[config.mk]
export PLATFORM = sky130hd
export DESIGN_NAME = virtio_descriptor_request
export DESIGN_NICKNAME = d
export VERILOG_FILES = /design/src/rtl/virtio_descriptor_request_pkg.sv /design/src/rtl/virtio_descriptor_request_tags.sv /design/src/rtl/virtio_descriptor_request.sv
export SDC_FILE = /design/constraint.sdc
export NUM_CORES = 1
export LEC_CHECK = 0
export ABC_CLOCK_PERIOD_IN_PS = 8000
export CORE_ASPECT_RATIO = 0.6
export CORE_UTILIZATION = 51
export DETAILED_ROUTE_END_ITERATION = 8
export PLACE_DENSITY_LB_ADDON = 0.05
export SKIP_LAST_GASP = 1
export SLEW_MARGIN = 20
export SYNTH_ARGS = -nofsm -noshare
export SYNTH_HDL_FRONTEND = slang
export SYNTH_HIERARCHICAL = 1
export SYNTH_SLANG_ARGS = --single-unit
[constraint.sdc]
create_clock -name aclk -period 8 [get_ports aclk]
set_input_delay 1.6 -clock aclk [delete_from_list [all_inputs] [get_ports aclk]]
set_output_delay 1.6 -clock aclk [all_outputs]
set_load 0.02 [all_outputs]
[src/rtl/virtio_descriptor_request_pkg.sv]
// Shared types and constants for the virtio descriptor request block.
// Contents: configuration FSM states, descriptor/config sizes, the
// outgoing request layout and the descriptor address helper.
package virtio_descriptor_request_pkg;

    typedef enum logic [1:0] {
        UNCONF = 2'd0,
        LOAD   = 2'd1,
        READY  = 2'd2
    } cfg_state_t;

    // One split-ring descriptor is 16 bytes; every read fetches exactly one.
    localparam logic [31:0] DESC_SIZE     = 32'd16;
    // Config packet: base[63:0] LE in bytes 0-7, qsize[15:0] LE in bytes 8-9.
    localparam logic [3:0]  CFG_BYTES     = 4'd10;
    localparam logic [3:0]  CFG_LAST_BYTE = CFG_BYTES - 4'd1;

    typedef struct packed {
        logic [31:0] len;
        logic [63:0] addr;
    } request_t;

    // Descriptor table entry address; the add wraps modulo 2^64.
    function automatic logic [63:0] desc_addr(input logic [63:0] base,
                                              input logic [15:0] idx);
        return base + {44'd0, idx, 4'd0};
    endfunction

endpackage

[src/rtl/virtio_descriptor_request_tags.sv]
// Read-tag allocator: busy bitmap, lowest-free priority encoder and an
// outstanding counter.
// Ports:
//   clk_i/rst_i      clock, async active-high reset
//   alloc_i          allocate alloc_tag_i this cycle (always a free tag)
//   done_i/done_tag_i completion; frees the tag if busy, else flags done_err_o
//   free_tag_o       lowest free tag (from registered bitmap only)
//   free_avail_o     at least one tag free (no combinational path from done_i)
//   empty_o          no tags outstanding
//   done_err_o       completion addressed a free or nonexistent tag
module virtio_descriptor_request_tags #(
    parameter int MAX_OUTSTANDING = 8,
    parameter int TAG_WIDTH       = 3
) (
    input  logic                 clk_i,
    input  logic                 rst_i,
    input  logic                 alloc_i,
    input  logic [TAG_WIDTH-1:0] alloc_tag_i,
    input  logic                 done_i,
    input  logic [TAG_WIDTH-1:0] done_tag_i,
    output logic [TAG_WIDTH-1:0] free_tag_o,
    output logic                 free_avail_o,
    output logic                 empty_o,
    output logic                 done_err_o
);

    localparam int CNT_W = $clog2(MAX_OUTSTANDING + 1);
    localparam logic [TAG_WIDTH:0] LAST_TAG = (TAG_WIDTH + 1)'(MAX_OUTSTANDING - 1);

    logic [MAX_OUTSTANDING-1:0] busy_q, busy_d;
    logic [CNT_W-1:0]           count_q, count_d;
    logic                       done_hit_s;

    // Lowest free tag: scan downwards so the lowest free index is written last.
    always_comb begin
        free_tag_o   = '0;
        free_avail_o = 1'b0;
        for (int i = MAX_OUTSTANDING - 1; i >= 0; i--) begin
            free_tag_o   = busy_q[i] ? free_tag_o : TAG_WIDTH'(i);
            free_avail_o = free_avail_o | ~busy_q[i];
        end
    end

    // Bitmap and counter next state; alloc and done in one cycle both apply.
    always_comb begin
        busy_d     = busy_q;
        count_d    = count_q;
        done_hit_s = 1'b0;
        done_err_o = 1'b0;
        if (done_i) begin
            if (({1'b0, done_tag_i} <= LAST_TAG) && busy_q[done_tag_i]) begin
                busy_d[done_tag_i] = 1'b0;
                done_hit_s         = 1'b1;
            end else begin
                done_err_o = 1'b1;
            end
        end else begin
            done_hit_s = 1'b0;
        end
        if (alloc_i) begin
            busy_d[alloc_tag_i] = 1'b1;
        end else begin
            busy_d = busy_d;
        end
        case ({alloc_i, done_hit_s})
            2'b10:   count_d = count_q + CNT_W'(1);
            2'b01:   count_d = count_q - CNT_W'(1);
            default: count_d = count_q;
        endcase
    end

    // Tag state registers.
    always_ff @(posedge clk_i or posedge rst_i) begin
        if (rst_i) begin
            busy_q  <= '0;
            count_q <= '0;
        end else begin
            busy_q  <= busy_d;
            count_q <= count_d;
        end
    end

    assign empty_o = (count_q == '0);

endmodule

[src/rtl/virtio_descriptor_request.sv]
// Turns descriptor head indices into 16-byte descriptor-table read requests
// (addr = base + 16*idx), tags each read and frees tags on completion.
// Ports:
//   aclk/areset          clock, async active-high reset
//   configure_*          byte stream carrying base[63:0] and qsize[15:0] (LE)
//   rx_*                 descriptor head indices from the available ring
//   tx_*                 read requests {len, addr} with tag tx_tid
//   done_tvalid/done_tid completions, always accepted
//   configured           a valid configuration is loaded
//   error                1-cycle pulse: bad index, bad config, or stray completion
module virtio_descriptor_request
    import virtio_descriptor_request_pkg::*;
#(
    parameter int MAX_OUTSTANDING = 8,
    parameter int TAG_WIDTH       = (MAX_OUTSTANDING > 1) ? $clog2(MAX_OUTSTANDING) : 1
) (
    input  logic                 aclk,
    input  logic                 areset,
    input  logic                 configure_tvalid,
    input  logic [7:0]           configure_tdata,
    input  logic                 configure_tlast,
    output logic                 configure_tready,
    input  logic                 rx_tvalid,
    input  logic [15:0]          rx_tdata,
    output logic                 rx_tready,
    output logic                 tx_tvalid,
    output logic [95:0]          tx_tdata,
    output logic [TAG_WIDTH-1:0] tx_tid,
    input  logic                 tx_tready,
    input  logic                 done_tvalid,
    input  logic [TAG_WIDTH-1:0] done_tid,
    output logic                 configured,
    output logic                 error
);

    cfg_state_t           cfg_state_q, cfg_state_d;
    logic [3:0]           cfg_cnt_q, cfg_cnt_d;
    logic                 cfg_bad_q, cfg_bad_d;
    logic [71:0]          shadow_q, shadow_d;
    logic [63:0]          base_q, base_d;
    logic [15:0]          qsize_q, qsize_d;
    logic                 configured_q, configured_d;
    logic                 error_q, error_d;
    logic                 tx_valid_q, tx_valid_d;
    request_t             tx_req_q, tx_req_d;
    logic [TAG_WIDTH-1:0] tx_tid_q, tx_tid_d;

    logic                 cfg_fire_s, cfg_busy_s, cfg_err_s;
    logic [15:0]          new_qsize_s;
    logic                 rx_fire_s, idx_ok_s, alloc_s, idx_err_s;
    logic [TAG_WIDTH-1:0] free_tag_s;
    logic                 free_avail_s, tags_empty_s, done_err_s;

    virtio_descriptor_request_tags #(
        .MAX_OUTSTANDING (MAX_OUTSTANDING),
        .TAG_WIDTH       (TAG_WIDTH)
    ) u_tags (
        .clk_i        (aclk),
        .rst_i        (areset),
        .alloc_i      (alloc_s),
        .alloc_tag_i  (free_tag_s),
        .done_i       (done_tvalid),
        .done_tag_i   (done_tid),
        .free_tag_o   (free_tag_s),
        .free_avail_o (free_avail_s),
        .empty_o      (tags_empty_s),
        .done_err_o   (done_err_s)
    );

    // Config is only taken when nothing is in flight, so base/qsize never change under a read.
    assign configure_tready = tags_empty_s && !tx_valid_q;
    assign cfg_fire_s       = configure_tvalid && configure_tready;
    // A config byte on the wire blocks new indices so they never pair with a half-loaded base.
    assign cfg_busy_s       = (cfg_state_q == LOAD) || configure_tvalid;
    assign rx_tready        = configured_q && !cfg_busy_s && free_avail_s &&
                              (!tx_valid_q || tx_tready);
    assign rx_fire_s        = rx_tvalid && rx_tready;
    assign idx_ok_s         = (rx_tdata < qsize_q);
    assign alloc_s          = rx_fire_s && idx_ok_s;
    // qsize high byte is the byte currently on the bus when the packet closes.
    assign new_qsize_s      = {configure_tdata, shadow_q[71:64]};

    // Config FSM next state: shadow fill, commit, and malformed-packet recovery.
    always_comb begin
        cfg_state_d  = cfg_state_q;
        cfg_cnt_d    = cfg_cnt_q;
        cfg_bad_d    = cfg_bad_q;
        shadow_d     = shadow_q;
        base_d       = base_q;
        qsize_d      = qsize_q;
        configured_d = configured_q;
        cfg_err_s    = 1'b0;
        if (cfg_fire_s) begin
            if (cfg_cnt_q != CFG_LAST_BYTE) begin
                shadow_d[{cfg_cnt_q, 3'b000} +: 8] = configure_tdata;
            end else begin
                shadow_d = shadow_q;
            end
            if (configure_tlast) begin
                cfg_cnt_d = 4'd0;
                cfg_bad_d = 1'b0;
                if (cfg_bad_q) begin
                    // Error already reported when the overrun was seen.
                    cfg_state_d  = UNCONF;
                    configured_d = 1'b0;
                end else if (cfg_cnt_q != CFG_LAST_BYTE) begin
                    cfg_err_s    = 1'b1;
                    cfg_state_d  = UNCONF;
                    configured_d = 1'b0;
                end else if (new_qsize_s == 16'd0) begin
                    cfg_err_s    = 1'b1;
                    cfg_state_d  = UNCONF;
                    configured_d = 1'b0;
                end else begin
                    base_d       = shadow_q[63:0];
                    qsize_d      = new_qsize_s;
                    cfg_state_d  = READY;
                    configured_d = 1'b1;
                end
            end else begin
                cfg_state_d = LOAD;
                if (cfg_cnt_q == CFG_LAST_BYTE) begin
                    // Packet too long: report once, then swallow bytes until tlast.
                    cfg_err_s = !cfg_bad_q;
                    cfg_bad_d = 1'b1;
                end else begin
                    cfg_cnt_d = cfg_cnt_q + 4'd1;
                end
            end
        end else begin
            cfg_state_d = cfg_state_q;
        end
    end

    // Request path next state: issue on a good index, hold until tx_tready.
    always_comb begin
        tx_valid_d = tx_valid_q && !tx_tready;
        tx_req_d   = tx_req_q;
        tx_tid_d   = tx_tid_q;
        idx_err_s  = 1'b0;
        if (alloc_s) begin
            tx_valid_d    = 1'b1;
            tx_req_d.addr = desc_addr(base_q, rx_tdata);
            tx_req_d.len  = DESC_SIZE;
            tx_tid_d      = free_tag_s;
        end else begin
            idx_err_s = rx_fire_s;
        end
        error_d = cfg_err_s | idx_err_s | done_err_s;
    end

    // State and output registers.
    always_ff @(posedge aclk or posedge areset) begin
        if (areset) begin
            cfg_state_q  <= UNCONF;
            cfg_cnt_q    <= 4'd0;
            cfg_bad_q    <= 1'b0;
            shadow_q     <= 72'd0;
            base_q       <= 64'd0;
            qsize_q      <= 16'd0;
            configured_q <= 1'b0;
            error_q      <= 1'b0;
            tx_valid_q   <= 1'b0;
            tx_req_q     <= '0;
            tx_tid_q     <= '0;
        end else begin
            cfg_state_q  <= cfg_state_d;
            cfg_cnt_q    <= cfg_cnt_d;
            cfg_bad_q    <= cfg_bad_d;
            shadow_q     <= shadow_d;
            base_q       <= base_d;
            qsize_q      <= qsize_d;
            configured_q <= configured_d;
            error_q      <= error_d;
            tx_valid_q   <= tx_valid_d;
            tx_req_q     <= tx_req_d;
            tx_tid_q     <= tx_tid_d;
        end
    end

    assign tx_tvalid  = tx_valid_q;
    assign tx_tdata   = tx_req_q;
    assign tx_tid     = tx_tid_q;
    assign configured = configured_q;
    assign error      = error_q;

endmodule
**Word-level counts from Yosys, hierarchy flattened**

Cells that the tools add are included.

- Word-level logic and storage cells: 122
- Register bits: 242
- Output and inout port bits: 104

- Order comparisons: 5
- $add $sub $neg: 5
- Reductions and logical operators: 25
- Bitwise gates (word level): 23
- Mux-type cells: 42
- Shift-type cells: 2
- Equality and inequality tests: 6

Operators by type and width:

| operator | count |
|---|---|
| $bwmux W72 | 1 |
| $shift A8 B9 Y72 const A | 1 |
| $shiftx A8 B9 Y72 | 1 |
| $add A64 B20 Y64 | 1 |
| $mux W3 | 8 |
| $mux W8 | 3 |
| $mux W1 | 20 |
| $logic_not A16 Y1 | 1 |
| $lt A16 B16 Y1 | 1 |
| $not A1 Y1 | 11 |
| $logic_and A1 B1 Y1 | 10 |
| $neg A7 Y9 | 1 |
| $or A1 B1 Y1 | 9 |
| $add A4 B1 Y4 const B | 2 |
| $and A8 B8 Y8 | 1 |
| $lt A3 B4 Y1 const B | 2 |
| $mux W2 | 4 |
| $mux W4 | 2 |
| $not A8 Y8 | 1 |
| $or A8 B8 Y8 | 1 |
| $pmux W4 S2 | 1 |
| $reduce_and A2 Y1 | 4 |
| $demux W1 S3 | 2 |
| $ge A3 B1 Y1 const B | 2 |
| 12 further kinds | 18 |

**Longest topological paths before layout**

- Depth in word-level cells: 15
- Mapped depth: 18

**Modules after synthesis**

Netlist, hierarchy kept.

Modules (own cells, without submodules):

| module | area an instance (µm²) | times used | sequential area each (µm²) | cells an instance |
|---|---|---|---|---|
| virtio_descriptor_request | 11183.2 | 1 | 5755.5 | 1034 |
| virtio_descriptor_request_tags | 832.0 | 1 | 300.3 | 94 |

**Worst setup path after synthesis**

Ideal clock, no wire load.

- Path kind: input to register
- Start: in tx_tready
- End: reg u_tags.count_q[2]
- Data arrival time: 4.555 ns
- Path buffers: 2
- Stages: 16
- Path slack: 3.319 ns
- Cells stage by stage: nand2b_1 -> nand3_1 -> nor3_1 -> nand2_1 -> or2_2 -> buf_2 -> inv_2 -> clkbuf_1 -> inv_1 -> ha_1 -> xor2_1 -> ha_1 -> a21oi_1 -> xor2_1 -> nor2_1 -> xor2_1

- Cells in the longest elaborated chain, start to end: 6
- Elaborated cells between the ends (all ways): 8
- Those cells by class: eq/ne: 2; mux: 1; reduce/logical: 5

Ends and longest elaborated chain:

| item | line | source |
|---|---|---|
| from (decl) | virtio_descriptor_request.sv:29 | `input logic tx_tready,` |
| $logic_or A1 B1 Y1 * | virtio_descriptor_request.sv:76 | `(!tx_valid_q \|\| tx_tready);` |
| $logic_and A1 B1 Y1 * | virtio_descriptor_request.sv:75 | `assign rx_tready = configured_q && !cfg_busy_s && free_avail_s &&` |
| net rx_tready | virtio_descriptor_request.sv:25 | `output logic rx_tready,` |
| $logic_and A1 B1 Y1 * | virtio_descriptor_request.sv:77 | `assign rx_fire_s = rx_tvalid && rx_tready;` |
| $logic_and A1 B1 Y1 * | virtio_descriptor_request.sv:79 | `assign alloc_s = rx_fire_s && idx_ok_s;` |
| net alloc_s | virtio_descriptor_request.sv:50 | `logic rx_fire_s, idx_ok_s, alloc_s, idx_err_s;` |
| $eq A2 B1 Y1 / $eq A2 B2 Y1 (equally long branches) | virtio_descriptor_request_tags.sv:65 | `case ({alloc_i, done_hit_s})` |
| $pmux W4 S2 / $reduce_bool A2 Y1 (equally long branches) | -- |  |
| to (signal assigned) | virtio_descriptor_request_tags.sv:79 | `count_q <= count_d;` |
| to (decl) | virtio_descriptor_request_tags.sv:31 | `logic [CNT_W-1:0] count_q, count_d;` |

The timed path passes the listed nets; every way through them passes the cells marked *.
A chain may end at the register's enable or synchronous reset.

**Worst setup path in the final report**

- Start: in rx_tdata[13]
- End: reg u_tags.count_q[2]

- Cells in the longest elaborated chain, start to end: 4
- Elaborated cells between the ends (all ways): 6
- Those cells by class: order compare: 1; eq/ne: 2; mux: 1; reduce/logical: 2

Ends and longest elaborated chain:

| item | line | source |
|---|---|---|
| from (decl) | virtio_descriptor_request.sv:24 | `input logic [15:0] rx_tdata,` |
| $lt A16 B16 Y1 * | virtio_descriptor_request.sv:78 | `assign idx_ok_s = (rx_tdata < qsize_q);` |
| $logic_and A1 B1 Y1 * | virtio_descriptor_request.sv:79 |  |
| $eq A2 B1 Y1 / $eq A2 B2 Y1 (equally long branches) | virtio_descriptor_request_tags.sv:65 |  |
| $pmux W4 S2 / $reduce_bool A2 Y1 (equally long branches) | -- |  |

Every way passes the cells marked *; elsewhere a longest branch is shown, timed or not.

==> run summary <==
Yosys mapped a number of flops with a built-in enable equal to 0. Relative to the synthesized area, the layout overhead comes to 17.6%. The run gives 1 as the H-tree depth.

The HPWL after detailed placement is 20800 um. The number of setup buffers added after CTS is 0. The via count of the first global-routing pass is 8181. The run gives 0.521 as the effective utilization at floorplan. The flow ran to the end, and the final reports show no timing, DRC or antenna violations. After synthesis, the netlist uses 68 different library cells. The worst register-to-register path begins at qsize_q[13].

Across the whole layout, storage elements account for 0.00606 mm2. For the pin with the worst max-slew slack, the measured transition is 894 ps. Setup repair after global routing left no endpoint under its margin. The run gives 43 as the total number of placement rows. Hold repair after CTS inserted 0 buffers. The share of flip-flops with an asynchronous set or reset after synthesis works out to 1.00.

For this design the ratio of total power to cell area is 303 mW/mm2. Each instance of the synthesized netlist takes up on average 10.7 um2. The cell chosen for the clock root is sky130_fd_sc_hd__clkbuf_16. The logs give 0 for the count of final setup violators and 124 for the pin count of the biggest net entering global routing.

Startpoint kind of the worst setup timing path: an input pin. The worst path in the final design needs a cycle of 5030 ps, including I/O delays and setup. In the final timing run, aggregate negative setup slack is 0 ps. The leakage component of the power came out at 6.47 nW. Measured along the x axis, the die boundary spans 200 um.

Worst hold-check path type: register to register. Routability-driven placement finished with a final weighted congestion of 0.878. The final period utilization is 0.628. For the number of placed instances, taps included, the log shows 1515. The tools report the number of hold-slack violations in the final timing report as 0.

The number of port buffers is 106. TritonCTS built the clock tree. The count of boundary I/O pins is 138. The tools report the worst max-slew margin expressed relative to the limit as 0.404.

Top-area cell type share of the netlist area: 0.504. Sequential cell area fraction in the yosys report: 0.504. STA puts the critical path data required time at 8390 ps. The number of DRC markers after the initial detailed-route iteration was 701; the warning count from the yosys run was 6.

By count the netlist is led by 242 x sky130_fd_sc_hd__dfrtp_1, 136 x sky130_fd_sc_hd__mux2_2, 131 x sky130_fd_sc_hd__nand2_1. The startpoint identified for the worst hold timing path is tx_tid[1]. sky130_fd_sc_hd__dfrtp_1 takes more of the synthesized area than any other cell. The clock net in this run drives a total of 242 sinks. After technology mapping, the gate count stands at 1128.

The global-route usage over all layers was 0.246. In this run the worst setup path begins at rx_tdata[13]. Dividing the detail-routed wire length by the instance count gives 18.8 um. The final route contains 8819 vias. The logs give 0.0242 mm2 for the area of the die and 0.0231 mm2 for the placeable core region. Buffers inserted during clock tree synthesis total 24.

Once layout is complete, the cells apart from fillers number 1556. Of all nets on the critical path, the largest fanout is 54. The number of antenna diodes in the final layout is 0. Data on the critical path arrives at its endpoint at 5420 ps.

The first global-routing pass estimated 46900 um of wire. The max capacitance violation total came out at 0. The start-to-end type of the worst setup path was input pin to register. For this run, the leading register cell type out of synthesis is sky130_fd_sc_hd__dfrtp_1.

For the maximum clock frequency, the log shows 199 MHz. The completed layout was analyzed and its total power is 4.28 mW. In this run the deepest clock path goes through 3 buffers. The tools report the antenna violation net count after detailed routing as 0. The number of antenna violations at the first check in global routing came out at 0.

Across all hold checks on the routed design, the worst slack comes to 476 ps. For the worst-skew pair, the clock arrives at the later sink with an insertion delay of 510 ps. Final net count: 1298.

Most frequent cell after synthesis: sky130_fd_sc_hd__dfrtp_1. Yosys attributes the largest share of cell area to sky130_fd_sc_hd__dfrtp_1 50%, sky130_fd_sc_hd__mux2_2 13%, sky130_fd_sc_hd__nand2_1 4.1%. For the number of detailed-routing iterations run before antenna repair, the log shows 5. After clock tree synthesis, the clock-pin slew on the worst setup and hold paths is 60 ps. The layout has 1975 filler cells. For this block, the routed nets add up to 29200 um of wire. The fraction of final layout cells with drive strength greater than 1 is 0.158, and the register bit count reported by yosys is 242.

The maximum clock skew at final layout was 7.53 ps. The per-cell via count in the routed design is 5.67, and the area of the mapped netlist is 0.0120 mm2. The logs give 140 uV for the highest ir drop seen on vdd and 0 for the remaining global-route overflow. The logs give 0 for the number of cells upsized or downsized after cts and 0 for the total count of max-transition violations in the final report. Summing all multi-input logic gate instances after layout gives 0.00553 mm2. The tools report the detailed-route DRC error count as 0.

The floorplan step set the die height to 121 um. Critical path endpoint category: a register.
[cell usage in the layout, fill, tap and decap left out, types with 7 or more instances in the layout]
cell type,instances
sky130_fd_sc_hd__a211oi_1,7
sky130_fd_sc_hd__a21o_1,10
sky130_fd_sc_hd__a21oi_1,37
sky130_fd_sc_hd__a31oi_1,25
sky130_fd_sc_hd__and2_1,16
sky130_fd_sc_hd__and3_1,20
sky130_fd_sc_hd__and4_1,7
sky130_fd_sc_hd__buf_4,9
sky130_fd_sc_hd__clkbuf_16,25
sky130_fd_sc_hd__clkbuf_8,7
sky130_fd_sc_hd__clkdlybuf4s50_1,106
sky130_fd_sc_hd__conb_1,31
sky130_fd_sc_hd__dfrtp_1,242
sky130_fd_sc_hd__ha_1,37
sky130_fd_sc_hd__inv_1,35
sky130_fd_sc_hd__mux2_2,136
sky130_fd_sc_hd__nand2_1,131
sky130_fd_sc_hd__nand3_1,37
sky130_fd_sc_hd__nand4_1,14
sky130_fd_sc_hd__nor2_1,55
sky130_fd_sc_hd__nor2b_1,8
sky130_fd_sc_hd__nor3_1,11
sky130_fd_sc_hd__nor4_1,8
sky130_fd_sc_hd__o211ai_1,7
sky130_fd_sc_hd__o21ai_0,75
sky130_fd_sc_hd__o31ai_1,10
sky130_fd_sc_hd__or3_1,13
sky130_fd_sc_hd__or4_1,9
sky130_fd_sc_hd__xnor2_1,21
sky130_fd_sc_hd__xor2_1,14
[area by class of cell]
type / count / area share
clock buffer: 34 / 0.0516
clock inverter: 7 / 0.00956
inverter: 37 / 0.0104
multi-input combinational: 805 / 0.392
sequential: 242 / 0.428
tap: 315 / 0.0279
timing repair buffer: 116 / 0.0806
[path summary, 6_finish.rpt]
kind / to / slack, ps / depth (start not counted)
hold reg to reg: tx_tid[1] / 480 / 2
setup reg to reg: u_tags/count_q[2] / 4180 / 17
setup / recovery: u_tags/count_q[2] / 2970 / 17
min in group asynchronous: u_tags/count_q[3] / 1570 / 2
hold / removal: tx_tid[1] / 480 / 2
max in group asynchronous: base_q[31] / 5100 / 3
[routing by layer]
layer  vias up  part of all wire  track usage
met5         -                 0            0
li1       4176                 -            -
met3        29             0.058       0.0387
met2       264              0.40        0.326
met4         0             0.011       0.0361
met1      4350              0.53        0.416
[sequential cells by signal, summed over array words and instances, names as in the netlist, 2 cells and up]
register	flops
qsize_q	16
u_tags/busy_q	8
base_q	64
u_tags/count_q	4
cfg_state_q	2
tx_tid	3
shadow_q	72
cfg_cnt_q	4
tx_tdata	65
[worst max-delay path: stages]
cell and delay, ps:
sky130_fd_sc_hd__clkdlybuf4s50_1 450, sky130_fd_sc_hd__ha_1 350, sky130_fd_sc_hd__a22oi_1 200, sky130_fd_sc_hd__nand3b_1 100, sky130_fd_sc_hd__o21ai_0 300, sky130_fd_sc_hd__o211ai_1 270, sky130_fd_sc_hd__or2_4 300, sky130_fd_sc_hd__inv_2 40
sky130_fd_sc_hd__buf_4 460, sky130_fd_sc_hd__inv_1 170, sky130_fd_sc_hd__ha_1 300, sky130_fd_sc_hd__xor2_1 180, sky130_fd_sc_hd__ha_1 180, sky130_fd_sc_hd__a21oi_1 140, sky130_fd_sc_hd__xor2_1 160, sky130_fd_sc_hd__nor2_1 60
sky130_fd_sc_hd__xor2_1 140
[logic make-up (layout without fill, tap and decap cells)]
family	after synthesis	in the layout	share of synthesized area
buffers and inverters	111	194	0.0462
AO/OA/AOI/OAI	213	213	0.111
other	1	31	0.000312
flip-flops	242	242	0.504
multiplexers	140	140	0.131
XOR/XNOR	35	35	0.0255
adder cells (fa/ha/maj)	38	38	0.0402
AND/OR/NAND/NOR	348	348	0.142
[report_power, final]
| group | internal, mW | switching (mW) | total (mW) |
|---|---|---|---|
| sequential | 1.56 | 0.247 | 1.81 |
| combinational | 0.581 | 0.666 | 1.25 |
| clock | 0.759 | 0.467 | 1.23 |
[per-stage QoR]
step | instance area [um2] | setup slack (ps) | utilization
floorplan | 12100 | 95.4 | -
global placement | 13300 | 2540 | 0.574
detailed placement | 13300 | 2500 | 0.574
CTS | 14100 | 3010 | 0.612
global route | 14100 | 2760 | 0.612
finish | 14100 | 2970 | 0.612
(Power assumes the default switching activity.)
==> RTL change (config.mk and constraints unchanged) <==
`MAX_OUTSTANDING` is set to 8 in 2 places; all go to 4.
--- a/src/rtl/virtio_descriptor_request_tags.sv
+++ b/src/rtl/virtio_descriptor_request_tags.sv
@@ -9,7 +9,7 @@
 //   empty_o          no tags outstanding
 //   done_err_o       completion addressed a free or nonexistent tag
 module virtio_descriptor_request_tags #(
-    parameter int MAX_OUTSTANDING = 8,
+    parameter int MAX_OUTSTANDING = 4,
     parameter int TAG_WIDTH       = 3
 ) (
     input  logic                 clk_i,
--- a/src/rtl/virtio_descriptor_request.sv
+++ b/src/rtl/virtio_descriptor_request.sv
@@ -11,7 +11,7 @@
 module virtio_descriptor_request
     import virtio_descriptor_request_pkg::*;
 #(
-    parameter int MAX_OUTSTANDING = 8,
+    parameter int MAX_OUTSTANDING = 4,
     parameter int TAG_WIDTH       = (MAX_OUTSTANDING > 1) ? $clog2(MAX_OUTSTANDING) : 1
 ) (
     input  logic                 aclk,
Ports: changed (resized done_tid and tx_tid); port bits go from 138 to 136. No check against the original RTL was run, so the function may have changed too.
==> RTL change against the original RTL <==
Non-clock buffer count is 2 higher; register-to-register slack improved by 0.33 ns; highest routed layer unchanged; sequential power fell by 6%; routed wire length rose by 1.7%; power shrank 5.9%; largest cell class unchanged; area after synthesis fell by 1.3%; worst setup slack gained 0.35 ns; largest power group unchanged; sequential cell count is 6 lower; cell area shrank 2.3%.
==> RTL change: results (changes against the original RTL) <==
Status - finished, final reports clean
Worst R2R End - tx_tdata[20]
Inserted Clock Buffers - 23 (-4.2%)
R2r worst-path depth - 9 (-8)
Vias in the first global route - 8093 (-1.1%)
Min-delay src - base_q[2]
Pint - 2.717 mW (-6.3%)
Crit path max fanout - 2 (-96%)
Worst Hold End - tx_tdata[2]
Initial drt markers - 597 (-15%)
Drt wl/cell - 19.71 µm (+5.1%)
HPWL after DPL - 20.62 mm (-0.87%)
Setup TNS - 0 ns (unchanged)
Compound-Gate Fraction of Synth Area - 11.03% (-0.094 points)
Wirelength, routed - 29.68 mm (+1.7%)
Largest net degree at the start of global routing - 93 (-25%)
Synth top cells by count - 236 x dfrtp_1, 135 x mux2_2, 110 x nand2_1
Xor and xnor fraction of the mapped netlist area - 1.477% (-1.1 points)
Max stage delay on crit path - 0.66 ns (+0.20 ns)
First-pass GRT wire length - 47.10 mm (+0.44%)
Share of cells above drive strength 1 - 17.86% (+2.1 points)
Worst min-delay path category - reg -> reg
Placed cells - 1469 (-3.0%)
Clk_lat worst skew - 0.53 ns (+0.02 ns)
Proportion of synthesized area in mux cells - 13.18% (+0.10 points)
CTS max path bufs - 3 (unchanged)
Fraction of registers with async set or reset after synthesis - 100.0% (unchanged)
Yosys cell types - 70 (+2.9%)
Rel. slew slack - 31.06% (-9.4 points)
Peak VDD IR - 0.1576 mV (+12%)
Post-Synth Adder-Cell Area - 4.031% (+0.012 points)
Clk_skew - 0.009561 ns (+0.002035 ns)
Critical R2R Launch - qsize_q[5]
Syn avg cell area - 10.80 µm² (+1.4%)
R2r setup slk - 4.51 ns (+0.33 ns)
Port bufs - 104 (-1.9%)
Final GP Congestion - 0.8721 (-0.71%)
Static leakage - 6.355 nW (-1.8%)
Fillers - 1903 (-3.6%)
Final Net Count - 1256 (-3.2%)
GRT Overall Usage - 25.68% (+1.1 points)
Synth area leaders - dfrtp_1 50%, mux2_2 13%, ha_1 3.7%
Slowest-stage cell, CP - clkdlybuf4s50_1
Via count - 8742 (-0.87%)
-- RTL change: cell count changes after synthesis, sizes merged, moves of 6 or more --
cell / unedited run / this run
clkbuf: 32 / 38
o21ai: 80 / 63
a21oi: 37 / 26
o31ai: 10 / 16
dfrtp: 242 / 236
nand2: 131 / 110
or4: 9 / 25
xnor2: 21 / 7
or3: 13 / 21
nand3: 37 / 27
a31oi: 25 / 40
-- RTL change: final cells by class --
class	count	share of cell area, %
inverter	38	1.087
clock buffer	32	5.064
multi-input combinational	769	39.31
timing repair buffer	118	8.299
clock inverter	5	0.6885
sequential	236	42.76
tap	308	2.790
-- RTL change: worst max path at each step --
stage	end	cells past startpoint	slack [ns]	from
floorplan	base_q[0]	1	0.12	areset
CTS	rx_tready	4	3.30	tx_tready
detailed placement	tx_tdata[20]	9	2.94	rx_tdata[5]
finish	rx_tready	4	3.32	tx_tready
global route	tx_tdata[44]	11	3.24	rx_tdata[0]
global placement	tx_tdata[20]	9	2.92	rx_tdata[5]
-- RTL change: logic make-up after synthesis --
family | Yosys count
and+or+nand+nor | 338
muxes | 138
buffers and inverters | 123
AOI/OAI and AO/OA | 205
xor gates and xnor gates | 20
adders and majority gates | 37
DFF | 236
other | 1
-- RTL change: metal layers --
layer	vias to the layer above	share of wire [%]	global-route usage (%)
met5	-	0	0
met2	267	39	34.20
li1	4099	-	-
met4	0	1.6	4.375
met3	32	6.3	4.328
met1	4344	53	43.04
-- RTL change: through the flow --
step           total power, mW  instance area, µm²  setup WS [ns]  hold slack [ns]
2_1_floorplan            2.416               11970         0.1238           0.4348
5_1_grt                  4.254               13810          3.243           0.4921
4_1_cts                  4.056               13810          3.303           0.4749
3_5_place_dp             2.897               13020          2.936           0.4513
3_3_place_gp             2.874               13020          2.920           0.4515
6_report                 4.030               13810          3.321           0.4702
-- RTL change: power by group through the flow --
| stage | Combinational (mW) | Clock (mW) | Sequential, mW |
|---|---|---|---|
| 2_1_floorplan | 0.602 | 0 | 1.81 |
| 3_3_place_gp | 1.16 | 0 | 1.72 |
| 3_5_place_dp | 1.17 | 0 | 1.72 |
| 4_1_cts | 1.18 | 1.17 | 1.71 |
| 5_1_grt | 1.30 | 1.21 | 1.75 |
| 6_report | 1.18 | 1.14 | 1.71 |
-- RTL change: tightest hold or removal path, delay by kind of cell (launching register included) --
family,cells,cell delay [ns]
flip-flops,1,0.34
AND/OR/NAND/NOR,2,0.10
